**config.mk**
```make
export PLATFORM = sky130hd
export DESIGN_NAME = seg7_scan_capture
export DESIGN_NICKNAME = d
export VERILOG_FILES = /design/src/rtl/seg7_pkg.sv /design/src/rtl/seg7_pattern_decode.sv /design/src/rtl/seg7_scan_capture.sv
export SDC_FILE = /design/constraint.sdc
export NUM_CORES = 1
export LEC_CHECK = 0
export ABC_AREA = 0
export CAP_MARGIN = 20
export CORE_MARGIN = 1.5
export CORE_UTILIZATION = 30
export DETAILED_ROUTE_END_ITERATION = 8
export GPL_ROUTABILITY_DRIVEN = 0
export PLACE_DENSITY = 0.55
export SLEW_MARGIN = 10
export SYNTH_ARGS = -nofsm -noshare
export SYNTH_HDL_FRONTEND = slang
export SYNTH_SLANG_ARGS = --single-unit
```
**constraint.sdc**
```tcl
create_clock -name CLK100MHZ -period 4.8 [get_ports CLK100MHZ]
set_input_delay 0.72 -clock CLK100MHZ [delete_from_list [all_inputs] [get_ports CLK100MHZ]]
set_output_delay 0.72 -clock CLK100MHZ [all_outputs]
set_load 0.02 [all_outputs]
```
**src/rtl/seg7_pkg.sv**
```systemverilog
// Shared definitions for the 7-segment bus monitor: active-low segment patterns
// ({CA..CG}, 0 = segment lit), the blank pattern, and the capture FSM state type.
package seg7_pkg;

  localparam logic [6:0] SEG_BLANK = 7'b1111111;

  localparam logic [6:0] SEG_HEX_0 = 7'b0000001;
  localparam logic [6:0] SEG_HEX_1 = 7'b1001111;
  localparam logic [6:0] SEG_HEX_2 = 7'b0010010;
  localparam logic [6:0] SEG_HEX_3 = 7'b0000110;
  localparam logic [6:0] SEG_HEX_4 = 7'b1001100;
  localparam logic [6:0] SEG_HEX_5 = 7'b0100100;
  localparam logic [6:0] SEG_HEX_6 = 7'b0100000;
  localparam logic [6:0] SEG_HEX_7 = 7'b0001111;
  localparam logic [6:0] SEG_HEX_8 = 7'b0000000;
  localparam logic [6:0] SEG_HEX_9 = 7'b0001100;
  localparam logic [6:0] SEG_HEX_A = 7'b0001000;
  localparam logic [6:0] SEG_HEX_B = 7'b1100000;
  localparam logic [6:0] SEG_HEX_C = 7'b0110001;
  localparam logic [6:0] SEG_HEX_D = 7'b1000010;
  localparam logic [6:0] SEG_HEX_E = 7'b0110000;
  localparam logic [6:0] SEG_HEX_F = 7'b0111000;

  typedef enum logic [1:0] {
    IDLE   = 2'd0,
    SETTLE = 2'd1,
    HOLD   = 2'd2
  } state_t;

endpackage

```
**src/rtl/seg7_pattern_decode.sv**
```systemverilog
// Combinational 7-segment pattern decoder: active-low {CA..CG} -> hex nibble.
// Anything outside the 16 hex glyphs (including blank) is reported as not legal.
module seg7_pattern_decode
  import seg7_pkg::*;
(
  input  logic [6:0] pattern,
  output logic       legal,
  output logic [3:0] nibble
);

  always_comb begin
    legal  = 1'b1;
    nibble = 4'h0;
    case (pattern)
      SEG_HEX_0: nibble = 4'h0;
      SEG_HEX_1: nibble = 4'h1;
      SEG_HEX_2: nibble = 4'h2;
      SEG_HEX_3: nibble = 4'h3;
      SEG_HEX_4: nibble = 4'h4;
      SEG_HEX_5: nibble = 4'h5;
      SEG_HEX_6: nibble = 4'h6;
      SEG_HEX_7: nibble = 4'h7;
      SEG_HEX_8: nibble = 4'h8;
      SEG_HEX_9: nibble = 4'h9;
      SEG_HEX_A: nibble = 4'hA;
      SEG_HEX_B: nibble = 4'hB;
      SEG_HEX_C: nibble = 4'hC;
      SEG_HEX_D: nibble = 4'hD;
      SEG_HEX_E: nibble = 4'hE;
      SEG_HEX_F: nibble = 4'hF;
      default:   legal  = 1'b0;
    endcase
  end

endmodule

```
**src/rtl/seg7_scan_capture.sv**
```systemverilog
// Monitor for a multiplexed 7-segment bus: recovers the nibble shown on each digit.
// Build option SEG7_DP_CAPTURE_EN: when defined, DP joins the stability compare and
// dp_on is captured; otherwise DP is ignored and dp_on is tied low.
//
// state  | meaning
// IDLE   | waiting for exactly one anode low
// SETTLE | sample word stable for settle_cnt cycles, not yet captured
// HOLD   | captured; waiting for the bus to change
module seg7_scan_capture
  import seg7_pkg::*;
#(
  parameter int NUM_DIGITS    = 8,
  parameter int SETTLE_CYCLES = 4,
  parameter int EPOCH_CYCLES  = 200_000
) (
  input  logic                    CLK100MHZ,
  input  logic                    CPU_RESETN,
  input  logic [NUM_DIGITS-1:0]   AN,
  input  logic [6:0]              SEG,
  input  logic                    DP,
  output logic [4*NUM_DIGITS-1:0] digits,
  output logic [NUM_DIGITS-1:0]   digit_valid,
  output logic [NUM_DIGITS-1:0]   seg_error,
  output logic [NUM_DIGITS-1:0]   dp_on,
  output logic                    update_pulse,
  output logic [2:0]              update_index
);

  localparam int SW = NUM_DIGITS + 8;
  localparam int CW = $clog2(SETTLE_CYCLES + 1);
  localparam int EW = (EPOCH_CYCLES > 1) ? $clog2(EPOCH_CYCLES) : 1;

  logic [NUM_DIGITS-1:0] an_m, an_s;
  logic [6:0]            seg_m, seg_s;
  logic                  dp_bit;
  logic [SW-1:0]         samp, samp_prev;

  state_t                state, state_nxt;
  logic [CW-1:0]         settle_cnt, settle_cnt_nxt;
  logic                  one_low, same, capture;
  logic [2:0]            cap_idx;
  logic [NUM_DIGITS-1:0] cap_mask;
  logic                  legal;
  logic [3:0]            nibble;

  logic [EW-1:0]         epoch_cnt;
  logic [NUM_DIGITS-1:0] seen;
  logic                  wrap;

  // Synchronizers idle at all-ones: no anode strobed, all segments dark.
  always_ff @(posedge CLK100MHZ) begin
    if (!CPU_RESETN) begin
      an_m  <= '1;
      an_s  <= '1;
      seg_m <= '1;
      seg_s <= '1;
    end else begin
      an_m  <= AN;
      an_s  <= an_m;
      seg_m <= SEG;
      seg_s <= seg_m;
    end
  end

`ifdef SEG7_DP_CAPTURE_EN
  logic dp_m, dp_s;

  always_ff @(posedge CLK100MHZ) begin
    if (!CPU_RESETN) begin
      dp_m <= 1'b1;
      dp_s <= 1'b1;
    end else begin
      dp_m <= DP;
      dp_s <= dp_m;
    end
  end

  assign dp_bit = dp_s;

  always_ff @(posedge CLK100MHZ) begin
    if (!CPU_RESETN) begin
      dp_on <= '0;
    end else begin
      for (int i = 0; i < NUM_DIGITS; i++) begin
        if (cap_mask[i]) dp_on[i] <= ~dp_s;
      end
    end
  end
`else
  logic unused_dp;
  assign unused_dp = DP;
  assign dp_bit    = 1'b1;
  assign dp_on     = '0;
`endif

  assign samp    = {an_s, seg_s, dp_bit};
  assign one_low = $onehot(~an_s);
  assign same    = (samp == samp_prev);

  always_comb begin
    cap_idx = '0;
    for (int i = 0; i < NUM_DIGITS; i++) begin
      if (!an_s[i]) cap_idx = 3'(i);
    end
  end

  always_comb begin
    state_nxt      = state;
    settle_cnt_nxt = settle_cnt;
    capture        = 1'b0;
    case (state)
      IDLE: begin
        state_nxt      = one_low ? SETTLE : IDLE;
        settle_cnt_nxt = one_low ? CW'(1) : '0;
      end
      SETTLE: begin
        if (!same) begin
          state_nxt      = one_low ? SETTLE : IDLE;
          settle_cnt_nxt = one_low ? CW'(1) : '0;
        end else if (settle_cnt >= CW'(SETTLE_CYCLES)) begin
          capture        = 1'b1;
          state_nxt      = HOLD;
          settle_cnt_nxt = '0;
        end else begin
          settle_cnt_nxt = settle_cnt + CW'(1);
        end
      end
      HOLD: begin
        if (!same) begin
          state_nxt      = one_low ? SETTLE : IDLE;
          settle_cnt_nxt = one_low ? CW'(1) : '0;
        end
      end
      default: begin
        state_nxt      = IDLE;
        settle_cnt_nxt = '0;
      end
    endcase
  end

  assign cap_mask = capture ? ~an_s : '0;

  always_ff @(posedge CLK100MHZ) begin
    if (!CPU_RESETN) begin
      state      <= IDLE;
      settle_cnt <= '0;
      samp_prev  <= '1;
    end else begin
      state      <= state_nxt;
      settle_cnt <= settle_cnt_nxt;
      samp_prev  <= samp;
    end
  end

  seg7_pattern_decode u_decode (
    .pattern (seg_s),
    .legal   (legal),
    .nibble  (nibble)
  );

  // An illegal glyph keeps the last good nibble so the error is visible against it.
  always_ff @(posedge CLK100MHZ) begin
    if (!CPU_RESETN) begin
      digits       <= '0;
      seg_error    <= '0;
      update_pulse <= 1'b0;
      update_index <= '0;
    end else begin
      update_pulse <= capture;
      if (capture) update_index <= cap_idx;
      for (int i = 0; i < NUM_DIGITS; i++) begin
        if (cap_mask[i]) begin
          if (legal) digits[4*i +: 4] <= nibble;
          seg_error[i] <= ~legal;
        end
      end
    end
  end

  assign wrap = (epoch_cnt == EW'(EPOCH_CYCLES - 1));

  always_ff @(posedge CLK100MHZ) begin
    if (!CPU_RESETN) begin
      epoch_cnt   <= '0;
      seen        <= '0;
      digit_valid <= '0;
    end else if (wrap) begin
      epoch_cnt   <= '0;
      seen        <= '0;
      digit_valid <= seen | cap_mask;
    end else begin
      epoch_cnt   <= epoch_cnt + EW'(1);
      seen        <= seen | cap_mask;
      digit_valid <= digit_valid | cap_mask;
    end
  end

endmodule

```
* Word level (Yosys, flattened, before mapping) *
Index checks and enable logic that the tools add are counted.

cells by class
  magnitude comparators = 1
  add/sub/neg operators = 9
  equal/unequal tests = 22
  reductions and logical operators = 13
  mux-type cells = 24
  bitwise logic cells = 5

operator list
  operator                                              number
  one-hot mux 4 bit (15 select lines)                   1
  equality test 7 x 6 -> 1 bit (second input constant)  5
  equality test 7 bit (second input constant)           4
  two-way mux 3 bit                                     9
  equality test 7 x 4 -> 1 bit (second input constant)  3
  adder 18 x 1 -> 18 bit (second input constant)        1
  equality test 18 bit (second input constant)          1
  AND reduction 2 bit                                   9
  equality test 16 bit                                  1
  two-way mux 8 bit                                     2
  OR 8 bit                                              2
  OR reduction 16 bit                                   1
  one-hot mux 3 bit (3 select lines)                    1
  adder 1 x 1 -> 2 bit                                  4
  inverter 8 bit                                        1
  equality test 7 x 1 -> 1 bit (second input constant)  1
  equality test 7 x 3 -> 1 bit (second input constant)  1
  equality test 7 x 5 -> 1 bit (second input constant)  1
  zero test 7 bit                                       1
  two-way mux 1 bit                                     7
  adder 2 x 2 -> 3 bit                                  2
  two-way mux 2 bit                                     3
  one-hot mux 2 bit (3 select lines)                    1
  adder 3 x 3 -> 4 bit                                  1
  other kinds (10)                                      11

storage, ports and cells
  output and inout port bits = 60
  bits in registers = 129
  word-level logic and storage cells = 103
  bits of input ports = 18

* Longest topological paths before layout *
Gate-level depths: netlist of the first run.

  depth in word-level cells = 8
  mapped depth = 13
  depth with buffers taken out = 13

* By module *
From an unflattened synthesis of the first run, not the netlist that was laid out.

unflattened totals
  cell total of the unflattened synthesis = 536
  area total of the unflattened synthesis = 5373.9 µm²

modules (own cells, without submodules)
  module               sequential area each (µm²)  cells each  area an instance (µm²)  times used
  seg7_scan_capture    2562.5                      479         4976.0                  1
  seg7_pattern_decode  0.0                         57          397.9                   1

* Worst setup path before layout of the first run *
No wires, ideal clock.

  kind = register to register
  from = register an_s[3]
  to = register settle_cnt[0]
  arrival time = 3174 ps
  library setup time = 70 ps
  clock period less this slack = 3244 ps
  required time = 4730 ps
  stages on the path, launching flop included = 14
  setup slack = 1556 ps
  buffers on the path = 0
  cells stage by stage = dfxtp_1 > fa_1 > inv_1 > fa_1 > fa_1 > ha_1 > inv_1 > fa_1 > a211oi_1 > mux2_2 > nand3_1 > o21ai_0 > o311ai_0 > a21oi_1

between the ends
  cells in the longest elaborated chain, start to end = 8
  elaborated cells on any way between the ends = 11
  classes of those cells = 3 x add/sub; 3 x eq/ne; 4 x mux; 1 x bitwise

RTL lines
  what                                         RTL line                                                                      text
  start: declaration                           seg7_scan_capture.sv:33                                                       logic [NUM_DIGITS-1:0] an_m, an_s;
  start signal: assignment                     seg7_scan_capture.sv:59                                                       an_s <= an_m;
  inverter 8 bit                               seg7_scan_capture.sv:97                                                       assign one_low = $onehot(~an_s);
  adder 1 x 1 -> 2 bit (implied by the code)   seg7_scan_capture.sv:97
  adder 2 x 2 -> 3 bit (implied by the code)   seg7_scan_capture.sv:97
  adder 3 x 3 -> 4 bit (implied by the code)   seg7_scan_capture.sv:97
  equality test 4 x 1 -> 1 bit                 seg7_scan_capture.sv:97
  two-way mux 1 bit                            seg7_scan_capture.sv:114, seg7_scan_capture.sv:119, seg7_scan_capture.sv:131
  two-way mux 3 bit, on equally long branches  seg7_scan_capture.sv:129, seg7_scan_capture.sv:117
  one-hot mux 3 bit (3 select lines)           seg7_scan_capture.sv:111                                                      case (state)
  end signal: assignment                       seg7_scan_capture.sv:150                                                      settle_cnt <= settle_cnt_nxt;
  end: declaration                             seg7_scan_capture.sv:39                                                       logic [CW-1:0] settle_cnt, settle_cnt_nxt;

Parallel ways exist; a longest one is shown, timed or not. The select of a mux whose other input is x is not followed.
A chain may end at the register's enable or synchronous reset.

* Worst setup path after layout of the first run *
Ends and elaborated chain as after synthesis.

==> key figures, run 1 <==
Clock network
  – Max Buffers Root-to-Sink: 2
  – Cell chosen for the clock root: sky130_fd_sc_hd__clkbuf_16
  – Number of H-tree levels: 4
  – Clock insertion delay at the later pin of the skew report: 0.41 ns
  – Number of instances resized during post-cts repair: 0
  – Number of buffers added to fix hold violations after cts: 0
  – CTS tree: yes
  – CTS clock-pin slew for the worst setup and hold paths: 0.05 ns
  – Number of clock buffers inserted by TritonCTS: 17
  – # clock sinks: 128
  – Setup Buffers After CTS: 0

Drt
  – Post-route antenna net violation count: 0
  – Detailed-route wire length: 11500 um
  – Remaining design rule violation count: 0
  – Length of the first detailed-routing pass in iterations: 5
  – DRT iter0 DRCs: 231
  – DR WL/cell: 13.6 um
  – Via count: 3930
  – Post-detailed-route via-to-cell ratio: 4.63

Worst setup path
  – Category of the critical setup timing path: flop to flop
  – Peak fanout along the critical path: 8
  – Delay of the slowest critical-path stage: 0.54 ns
  – Endpoint type of the worst setup path: flop
  – Reg2reg setup slack: 1.06 ns
  – Source of the worst register-to-register timing path: an_s[3]
  – CP arrival: 4.07 ns
  – Kind of launch point of the worst setup path: flop
  – Sequence of cells on the critical path: fa_1 -> inv_1 -> fa_1 -> fa_1 -> ha_1 -> inv_1 -> fa_1 -> a211oi_1 -> mux2_2 -> nand3_1 -> o21ai_0 -> o311ai_0 -> a21oi_1
  – Most Frequent Cell on Critical Path: sky130_fd_sc_hd__fa_1
  – Critical register-to-register path endpoint: settle_cnt[0]
  – Critical-path top delay cell: sky130_fd_sc_hd__dfxtp_1
  – Worst Reg2Reg Path Length in Cells: 13
  – Req. time, crit path: 5.13 ns

Job
  – Number of violations of the max-capacitance limit: 0

Pwr
  – Leak: 2.39 nW
  – Power per cell area: 368 nW/um2
  – Maximum ir drop on the vdd rail: 0.000251 V

STA
  – Slew Viols, Final: 0
  – Relative max-transition margin: 32.6%
  – Setup TNS: 0 ns
  – Hold slack: 0.406 ns
  – Slew of the pin with the lowest slew margin: 1.00 ns
  – Worst clock skew on the final layout: 0.00761 ns
  – Final hold violations: 0
  – Maximum clock frequency: 0.267 GHz
  – Setup repair after global routing missed its margin: false
  – Final critical-path share of the clock period: 77.9%
  – Shortest period the worst path allows: 3.74 ns
  – Number of failing setup endpoints in the final timing report: 0

Layout
  – Final antenna diode count: 0
  – Fraction of layout instances using a drive strength above 1: 8.97%
  – Post-layout nets: 639
  – Post-route standard cell area excluding fillers: 6660 um2
  – Layout-stage area growth over the synthesis result: 26.9%
  – Number of cells in the finished layout apart from fillers: 849
  – Fill cells: 1713

Floorplanning
  – Die Span X: 135 um
  – Core footprint: 17200 um2
  – Site row count: 48
  – Count of boundary I/O pins: 78
  – Starting density of the core: 30.5%
  – Die Span Y: 135 um
  – Die outline area: 18300 um2

GRT
  – Overflow after GRT: 0
  – Vias in the first global route: 3904
  – Initial antenna violation count: 0
  – First-pass GRT wire length: 19300 um
  – Overall global routing resource usage: 13.6%
  – Maximum number of pins on one net before global-route repair: 62

Synthesis
  – Number of flip-flops and latches in the synthesized netlist: 128
  – Synth top area share: 48.9%
  – Top area cells in the synthesized netlist: sky130_fd_sc_hd__dfxtp_1 49%, sky130_fd_sc_hd__mux2i_1 6.3%, sky130_fd_sc_hd__nand2b_1 5.1%
  – Share of the synthesized area in compound gates (AO/OA/AOI/OAI): 7.80%
  – Count of flip-flops with a built-in enable after synthesis: 0
  – Yosys top cell by area: sky130_fd_sc_hd__dfxtp_1
  – Xor and xnor fraction of the mapped netlist area: 5.35%
  – Mux share of post-synthesis cell area: 8.23%
  – Seq/Total Area, Yosys: 48.9%
  – Most frequent cell after synthesis: sky130_fd_sc_hd__dfxtp_1
  – Number of standard cells after synthesis: 548
  – Number of warning messages in the yosys log: 0
  – Area of the mapped netlist: 5240 um2
  – Distinct cell type count of the synthesized netlist: 52
  – Share of flip-flops with an asynchronous set or reset: 0%
  – Most used flip-flop cell after synthesis: sky130_fd_sc_hd__dfxtp_1
  – Post-synth top cells: 128 x sky130_fd_sc_hd__dfxtp_1, 67 x sky130_fd_sc_hd__nand2_1, 43 x sky130_fd_sc_hd__nand2b_1, 43 x sky130_fd_sc_hd__nor2_1, 33 x sky130_fd_sc_hd__mux2i_1
  – Share of synthesized cell area in and, or, nand and nor gates: 21.8%
  – Post-synthesis adder-cell area fraction: 3.15%
  – Per-instance average area after synthesis: 9.57 um2
  – Combinational family with the most area after synthesis: simple AND/OR/NAND/NOR gates

Worst hold path
  – Endpoint, Worst Hold: seg_s[6]
  – WHS Path Cells: 1
  – Hold Crit Class: flop to flop
  – Hold path startpoint: seg_m[6]

Placement
  – Area post-placement: 6060 um2
  – Count of port buffers added during placement: 68
  – Placed Instances: 815
  – Placed wire-length estimate after detailed placement: 8010 um

Status
  – Run status: finished, final reports clean
[layout by cell type, fill, tap and decap left out, types with 4 or more instances in the layout]
| cell type | instances |
|---|---|
| sky130_fd_sc_hd__mux2i_1 | 33 |
| sky130_fd_sc_hd__mux2_2 | 9 |
| sky130_fd_sc_hd__o21a_1 | 16 |
| sky130_fd_sc_hd__nor3_1 | 14 |
| sky130_fd_sc_hd__ha_1 | 6 |
| sky130_fd_sc_hd__nor2_1 | 43 |
| sky130_fd_sc_hd__nand2b_1 | 43 |
| sky130_fd_sc_hd__clkinv_2 | 6 |
| sky130_fd_sc_hd__clkdlybuf4s50_1 | 67 |
| sky130_fd_sc_hd__nand3_1 | 6 |
| sky130_fd_sc_hd__a21oi_1 | 16 |
| sky130_fd_sc_hd__clkbuf_16 | 17 |
| sky130_fd_sc_hd__nand4_1 | 6 |
| sky130_fd_sc_hd__xor2_1 | 24 |
| sky130_fd_sc_hd__inv_1 | 16 |
| sky130_fd_sc_hd__nor4_1 | 9 |
| sky130_fd_sc_hd__conb_1 | 8 |
| sky130_fd_sc_hd__xnor2_1 | 8 |
| sky130_fd_sc_hd__fa_1 | 4 |
| sky130_fd_sc_hd__nand2_1 | 67 |
| sky130_fd_sc_hd__dfxtp_1 | 128 |
| sky130_fd_sc_hd__o21ai_0 | 15 |
[sequential cells by signal (all words and copies together) (netlist names)]
signal and flops:
update_index 3, digit_valid 8, seg_m 7, update_pulse 1, settle_cnt 3, samp_prev 15
seen 8, seg_error 8, an_m 8, an_s 8, seg_s 7, digits 32
state 2, epoch_cnt 18
[report_power, final]
| group | switching, mW | internal (mW) | leakage, nW |
|---|---|---|---|
| registers | 0.0248 | 1.08 | 1.04 |
| logic | 0.0585 | 0.0449 | 1.07 |
| clock network | 0.452 | 0.786 | 0.282 |
[kinds of logic (layout without fill, tap and decap cells)]
logic type | count (synthesis) | count (layout)
AOI/OAI and AO/OA | 64 | 64
xor gates and xnor gates | 32 | 32
adders and majority gates | 11 | 11
buffers and inverters | 53 | 122
DFF | 128 | 128
muxes | 42 | 42
other | 1 | 8
and+or+nand+nor | 217 | 217
[through the flow]
| step | util [%] | power [mW] | worst slack [ns] |
|---|---|---|---|
| 3_5_place_dp | 35.3 | 1.24 | 1.11 |
| 2_1_floorplan | - | 1.21 | 1.56 |
| 6_report | 38.7 | 2.45 | 1.06 |
| 5_1_grt | 38.7 | 2.55 | 0.847 |
| 4_1_cts | 38.7 | 2.49 | 1.07 |
| 3_3_place_gp | 35.3 | 1.23 | 1.32 |
[critical path: cells and delay by family, from the launching register on]
family / cells / cell delay [ns]
adders and majority gates: 5 / 1.97
AOI/OAI and AO/OA: 4 / 0.71
DFF: 1 / 0.54
muxes: 1 / 0.19
buffers and inverters: 2 / 0.15
and+or+nand+nor: 1 / 0.10
[per-layer routing]
metal	routed length [um]	global-route usage (%)	vias up	share of wire, %
met2	5620	22.6	106	49
met5	0	0	-	0
li1	-	-	1954	-
met1	5060	16.3	1853	44
met4	216	5.50	0	1.9
met3	607	4.38	17	5.3
[worst max path at each step]
stage | slack (ns) | start | cells after the start | end
after floorplan | 1.56 | an_s[3] | 13 | settle_cnt[0]
after global placement | 1.32 | an_s[3] | 13 | settle_cnt[0]
after detailed placement | 1.11 | an_s[3] | 13 | settle_cnt[0]
after CTS | 1.07 | an_s[3] | 13 | settle_cnt[0]
after global routing | 0.85 | an_s[3] | 13 | settle_cnt[0]
final | 1.06 | an_s[3] | 13 | settle_cnt[0]
[area by class of cell]
type	instances	area [um2]	area share, %
Clock buffer	21	460	6.92
Clock inverter	11	114	1.71
Inverter	16	60.1	0.902
Multi-Input combinational cell	374	2460	36.9
Sequential cell	128	2560	38.5
Tap cell	225	282	4.23
Timing Repair Buffer	74	719	10.8
(Power assumes the default switching activity.)
==> inputs of run 2 (changes only) <==
- clock period: 4.8 -> 3.5 ns (I/O delays scaled with it)
==> key figures, run 2 (same netlist as run 1, synthesis figures left out) <==
Worst setup path
  – Req. time, crit path: 3.85 ns
  – Category of the critical setup timing path: flop to flop
  – Delay of the slowest critical-path stage: 0.54 ns
  – Critical-path top delay cell: sky130_fd_sc_hd__fa_1
  – CP startpoint: an_s[0]
  – Source of the worst register-to-register timing path: an_s[0]
  – Sequence of cells on the critical path: fa_1 -> inv_1 -> fa_1 -> fa_1 -> ha_2 -> inv_1 -> fa_2 -> a211oi_2 -> mux2_4 -> nand3_1 -> o21ai_1 -> o311ai_1 -> a21oi_1
  – Kind of launch point of the worst setup path: flop
  – Endpoint type of the worst setup path: flop
  – Peak fanout along the critical path: 2
  – CP arrival: 3.67 ns
  – Most Frequent Cell on Critical Path: sky130_fd_sc_hd__fa_1

Floorplanning
  – Die Span X: 135 um
  – Count of boundary I/O pins: 78
  – Site row count: 48
  – Die Span Y: 135 um
  – Die outline area: 18300 um2
  – Core footprint: 17200 um2
  – Starting density of the core: 30.5%

STA
  – Hold slack: 0.407 ns
  – Slew Viols, Final: 0
  – Maximum clock frequency: 0.301 GHz
  – Relative max-transition margin: 41.7%
  – Final hold violations: 0
  – Slew of the pin with the lowest slew margin: 0.863 ns
  – Minimum setup slack in the final design: 0.176 ns
  – Number of failing setup endpoints in the final timing report: 0
  – Final critical-path share of the clock period: 95.0%
  – Shortest period the worst path allows: 3.32 ns
  – Worst clock skew on the final layout: 0.00846 ns

Placement
  – Placed wire-length estimate after detailed placement: 8270 um
  – Worst slack at placement: 0.0965 ns
  – Count of port buffers added during placement: 68

Clock network
  – CTS tree: yes
  – Number of H-tree levels: 4
  – Number of clock buffers inserted by TritonCTS: 17
  – CTS clock-pin slew for the worst setup and hold paths: 0.06 ns
  – Cell chosen for the clock root: sky130_fd_sc_hd__clkbuf_16
  – # clock sinks: 128
  – Number of buffers added to fix hold violations after cts: 0
  – Max Buffers Root-to-Sink: 2
  – Clock insertion delay at the later pin of the skew report: 0.42 ns

GRT
  – Overall global routing resource usage: 13.8%
  – Initial antenna violation count: 0
  – Maximum number of pins on one net before global-route repair: 44
  – First-pass GRT wire length: 19500 um
  – Vias in the first global route: 3935
  – Overflow after GRT: 0

Layout
  – Leading cell type in the layout, fill and taps excluded: sky130_fd_sc_hd__dfxtp_1
  – Regs by FF count: digits (32), epoch_cnt (18), samp_prev (15)
  – Fill cells: 1691
  – Largest register FFs: 32
  – Layout-stage area growth over the synthesis result: 30.3%
  – Fraction of layout instances using a drive strength above 1: 11.3%
  – Register Area: 2560 um2
  – Post-layout nets: 650
  – Most frequent cells in the layout: 127 x sky130_fd_sc_hd__dfxtp_1, 67 x sky130_fd_sc_hd__nand2_1, 67 x sky130_fd_sc_hd__clkdlybuf4s50_1
  – Final core occ: 39.8%
  – Area taken by multi-input logic gates: 2470 um2
  – Register with the highest flop count: digits
  – Final antenna diode count: 0

Status
  – Run status: finished, final reports clean

Pwr
  – Leak: 2.49 nW
  – Maximum ir drop on the vdd rail: 0.000357 V
  – Power per cell area: 528 nW/um2
  – Power Total: 3.61 mW

Drt
  – Detailed-route wire length: 11900 um
  – Post-route antenna net violation count: 0
  – Detailed route wirelength on metal2: 5770 um
  – DRT iter0 DRCs: 278
  – Via count: 3981
  – Length of the first detailed-routing pass in iterations: 4
  – Max Used Layer: met4
  – Post-detailed-route via-to-cell ratio: 4.63
  – Met3 wirelength from detailed routing: 485 um
  – DR WL/cell: 13.8 um
  – Remaining design rule violation count: 0
  – Met1 Wirelength: 5450 um

Worst hold path
  – Hold Crit Class: flop to flop
  – Hold path startpoint: seg_m[5]

Job
  – Number of violations of the max-capacitance limit: 0
## run 2: worst paths after layout
path	cells after the start	end	slack, ns
worst max-delay path	13	settle_cnt[0]	0.18
worst min-delay path	1	seg_s[5]	0.41
worst max register to register	13	settle_cnt[0]	0.18
worst min register to register	1	seg_s[5]	0.41
## run 2: area by class of cell
cell class / count / area share, %
tap: 225 / 4.12
multi-input combinational: 374 / 36.2
timing repair buffer: 85 / 11.7
clock buffer: 19 / 6.48
clock inverter: 13 / 3.08
inverter: 16 / 0.879
sequential: 128 / 37.5
## run 2: critical path: cells and delay by family, from the launching register on
kind            cells  cell delay (ns)
simple gates        1             0.08
flops               1             0.32
compound gates      4             0.48
buf+inv             2             0.11
fa+ha+maj           5             2.09
mux                 1             0.17
## run 2: metal layers
layer	up-vias	GRT usage, %
met4	0	5.26
met2	86	23.6
met1	1907	16.3
met5	-	0
li1	1977	-
met3	11	3.97
## run 2: power breakdown
| part | switching, mW | internal, mW | leakage (nW) |
|---|---|---|---|
| combinational | 0.0840 | 0.0676 | 1.13 |
| sequential | 0.0311 | 1.49 | 1.04 |
| clock | 0.652 | 1.28 | 0.314 |
| total | 0.767 | 2.84 | 2.49 |
## run 2: timing repair
item                                    CTS  global route
endpoints found under the setup margin    0             1
setup buffers                             0             1
gates resized for setup                   0             7
## run 2: metrics by stage
stage / area [um2] / instances / setup TNS [ns]
after floorplan: 5270 / 555 / 0
after global placement: 6150 / 826 / 0
after detailed placement: 6150 / 826 / 0
after CTS: 6800 / 858 / 0
after global routing: 6830 / 860 / -0.0278
final: 6830 / 860 / 0
==> inputs of run 3 (changes only) <==
- CTS_BUF_LIST: not set -> sky130_fd_sc_hd__clkbuf_8 sky130_fd_sc_hd__clkbuf_16
- PLACE_DENSITY: 0.55 -> 0.56
==> key figures, run 3 (same netlist as run 1, synthesis figures left out) <==
Status
  – Run status: finished, final reports clean

Pwr
  – Clock share of power: 52.9%
  – Part of the total power dissipated in sequential elements: 42.7%
  – Power Total: 3.56 mW
  – Power per cell area: 522 nW/um2
  – Share of power burned in combinational logic: 4.4%
  – Sw power: 0.772 mW
  – Maximum ir drop on the vdd rail: 0.000339 V
  – Switching share of power: 21.7%
  – Int Pwr: 2.78 mW
  – Leak: 2.46 nW

Floorplanning
  – Die Span X: 135 um
  – Starting density of the core: 30.5%
  – Die Span Y: 135 um
  – Die outline area: 18300 um2
  – Core footprint: 17200 um2
  – Site row count: 48
  – Count of boundary I/O pins: 78

Clock network
  – Number of H-tree levels: 4
  – CTS tree: yes
  – Cell chosen for the clock root: sky130_fd_sc_hd__clkbuf_16
  – Number of buffers added to fix hold violations after cts: 0
  – CTS clock-pin slew for the worst setup and hold paths: 0.06 ns
  – Number of clock buffers inserted by TritonCTS: 17
  – # clock sinks: 128
  – Clock insertion delay at the later pin of the skew report: 0.41 ns
  – Max Buffers Root-to-Sink: 2

Layout
  – Layout-stage area growth over the synthesis result: 29.9%
  – Regs by FF count: digits (32), epoch_cnt (18), samp_prev (15)
  – Post-layout nets: 648
  – Largest register FFs: 32
  – Final antenna diode count: 0
  – Most frequent cells in the layout: 126 x sky130_fd_sc_hd__dfxtp_1, 67 x sky130_fd_sc_hd__nand2_1, 67 x sky130_fd_sc_hd__clkdlybuf4s50_1
  – Fraction of layout instances using a drive strength above 1: 11.8%
  – Leading cell type in the layout, fill and taps excluded: sky130_fd_sc_hd__dfxtp_1
  – Register with the highest flop count: digits

Worst setup path
  – Source of the worst register-to-register timing path: an_s[3]
  – Peak fanout along the critical path: 2
  – Req. time, crit path: 3.83 ns
  – CP arrival: 3.78 ns
  – Worst Reg2Reg Path Length in Cells: 13
  – Critical register-to-register path endpoint: settle_cnt[0]
  – Reg2reg setup slack: 0.05 ns
  – Category of the critical setup timing path: flop to flop
  – Kind of launch point of the worst setup path: flop
  – Endpoint type of the worst setup path: flop

Drt
  – Remaining design rule violation count: 0
  – Via count: 4013
  – DR WL/cell: 14.0 um
  – DRT iter0 DRCs: 247
  – Post-detailed-route via-to-cell ratio: 4.68
  – Detailed-route wire length: 12000 um
  – Post-route antenna net violation count: 0
  – Length of the first detailed-routing pass in iterations: 5

GRT
  – Maximum number of pins on one net before global-route repair: 91
  – First-pass GRT wire length: 19700 um
  – Vias in the first global route: 3980
  – Initial antenna violation count: 0
  – Overall global routing resource usage: 13.8%
  – Overflow after GRT: 0

Placement
  – Placed wire-length estimate after detailed placement: 8310 um
  – Worst slack at placement: 0.0495 ns
  – Count of port buffers added during placement: 68

STA
  – Setup repair after global routing missed its margin: true
  – Worst clock skew on the final layout: 0.00540 ns
  – Relative max-transition margin: 38.6%
  – Setup TNS: 0 ns
  – Shortest period the worst path allows: 3.45 ns
  – Slew Viols, Final: 0
  – Maximum clock frequency: 0.290 GHz
  – Minimum setup slack in the final design: 0.0513 ns
  – Final hold violations: 0
  – Number of failing setup endpoints in the final timing report: 0
  – Final critical-path share of the clock period: 98.5%
  – Slew of the pin with the lowest slew margin: 0.922 ns

Worst hold path
  – Hold path startpoint: an_m[3]
  – Hold Crit Class: flop to flop
  – Endpoint, Worst Hold: an_s[3]
  – WHS Path Cells: 1

Job
  – Number of violations of the max-capacitance limit: 0
## run 3: cell types whose count changed in the layout (fill, tap and decap cells not counted), sizes merged
cell	change
clkinv	-2
bufinv	-1
clkbuf	-1
clkinvlp	+3
buf	-1
## run 3: through the flow
step | hold WS (ns) | instances | utilization, % | area (um2)
floorplan | 0.386 | 555 | - | 5270
global placement | 0.401 | 825 | 35.8 | 6140
detailed placement | 0.400 | 825 | 35.8 | 6140
CTS | 0.413 | 857 | 39.5 | 6790
global route | 0.414 | 858 | 39.6 | 6810
finish | 0.407 | 858 | 39.6 | 6810
## run 3: final cells by class
class	instances	area [um2]
Inverter	16	60.1
Tap cell	225	282
Clock inverter	13	185
Multi-Input combinational cell	374	2480
Fill cell	1699	10400
Clock buffer	19	453
Timing Repair Buffer	83	788
Sequential cell	128	2560
## run 3: layer usage
metal  global-route usage, %  part of all wire [%]
met5                       0                     0
met4                    5.68                   1.9
met3                    3.85                   4.4
met2                    23.5                    49
met1                    16.4                    45
## run 3: power groups by stage
stage	clock network (mW)	logic, mW	registers [mW]
after floorplan	0	0.122	1.53
after global placement	0	0.141	1.55
after detailed placement	0	0.146	1.55
after CTS	1.92	0.152	1.52
after global routing	2.00	0.173	1.52
final	1.88	0.155	1.52
## run 3: worst max-delay path by stage
stage / start / endpoint / slack, ns / depth (start not counted)
final: an_s[3] / settle_cnt[0] / 0.05 / 13
after global routing: an_s[3] / settle_cnt[0] / -0.07 / 13
after CTS: an_s[0] / settle_cnt[0] / 0.03 / 13
after detailed placement: an_s[0] / settle_cnt[0] / 0.05 / 13
after global placement: an_s[0] / settle_cnt[0] / 0.18 / 13
after floorplan: an_s[3] / settle_cnt[0] / 0.26 / 13
## run 3: critical path: stages, from the launching register on
cell	delay, ns
sky130_fd_sc_hd__dfxtp_2	0.33
sky130_fd_sc_hd__fa_1	0.54
sky130_fd_sc_hd__inv_2	0.04
sky130_fd_sc_hd__fa_1	0.49
sky130_fd_sc_hd__fa_1	0.54
sky130_fd_sc_hd__ha_2	0.20
sky130_fd_sc_hd__inv_2	0.05
sky130_fd_sc_hd__fa_2	0.37
sky130_fd_sc_hd__a211oi_2	0.17
sky130_fd_sc_hd__mux2_4	0.18
sky130_fd_sc_hd__nand3_2	0.06
sky130_fd_sc_hd__o21ai_1	0.09
sky130_fd_sc_hd__o311ai_1	0.12
sky130_fd_sc_hd__a21oi_1	0.20
## run 3: what timing repair did
| action | in CTS | in global routing |
|---|---|---|
| gates resized for setup | 4 | 7 |
| setup buffers | 0 | 1 |
| setup endpoints to repair | 1 | 1 |
| pin swaps | 0 | 6 |
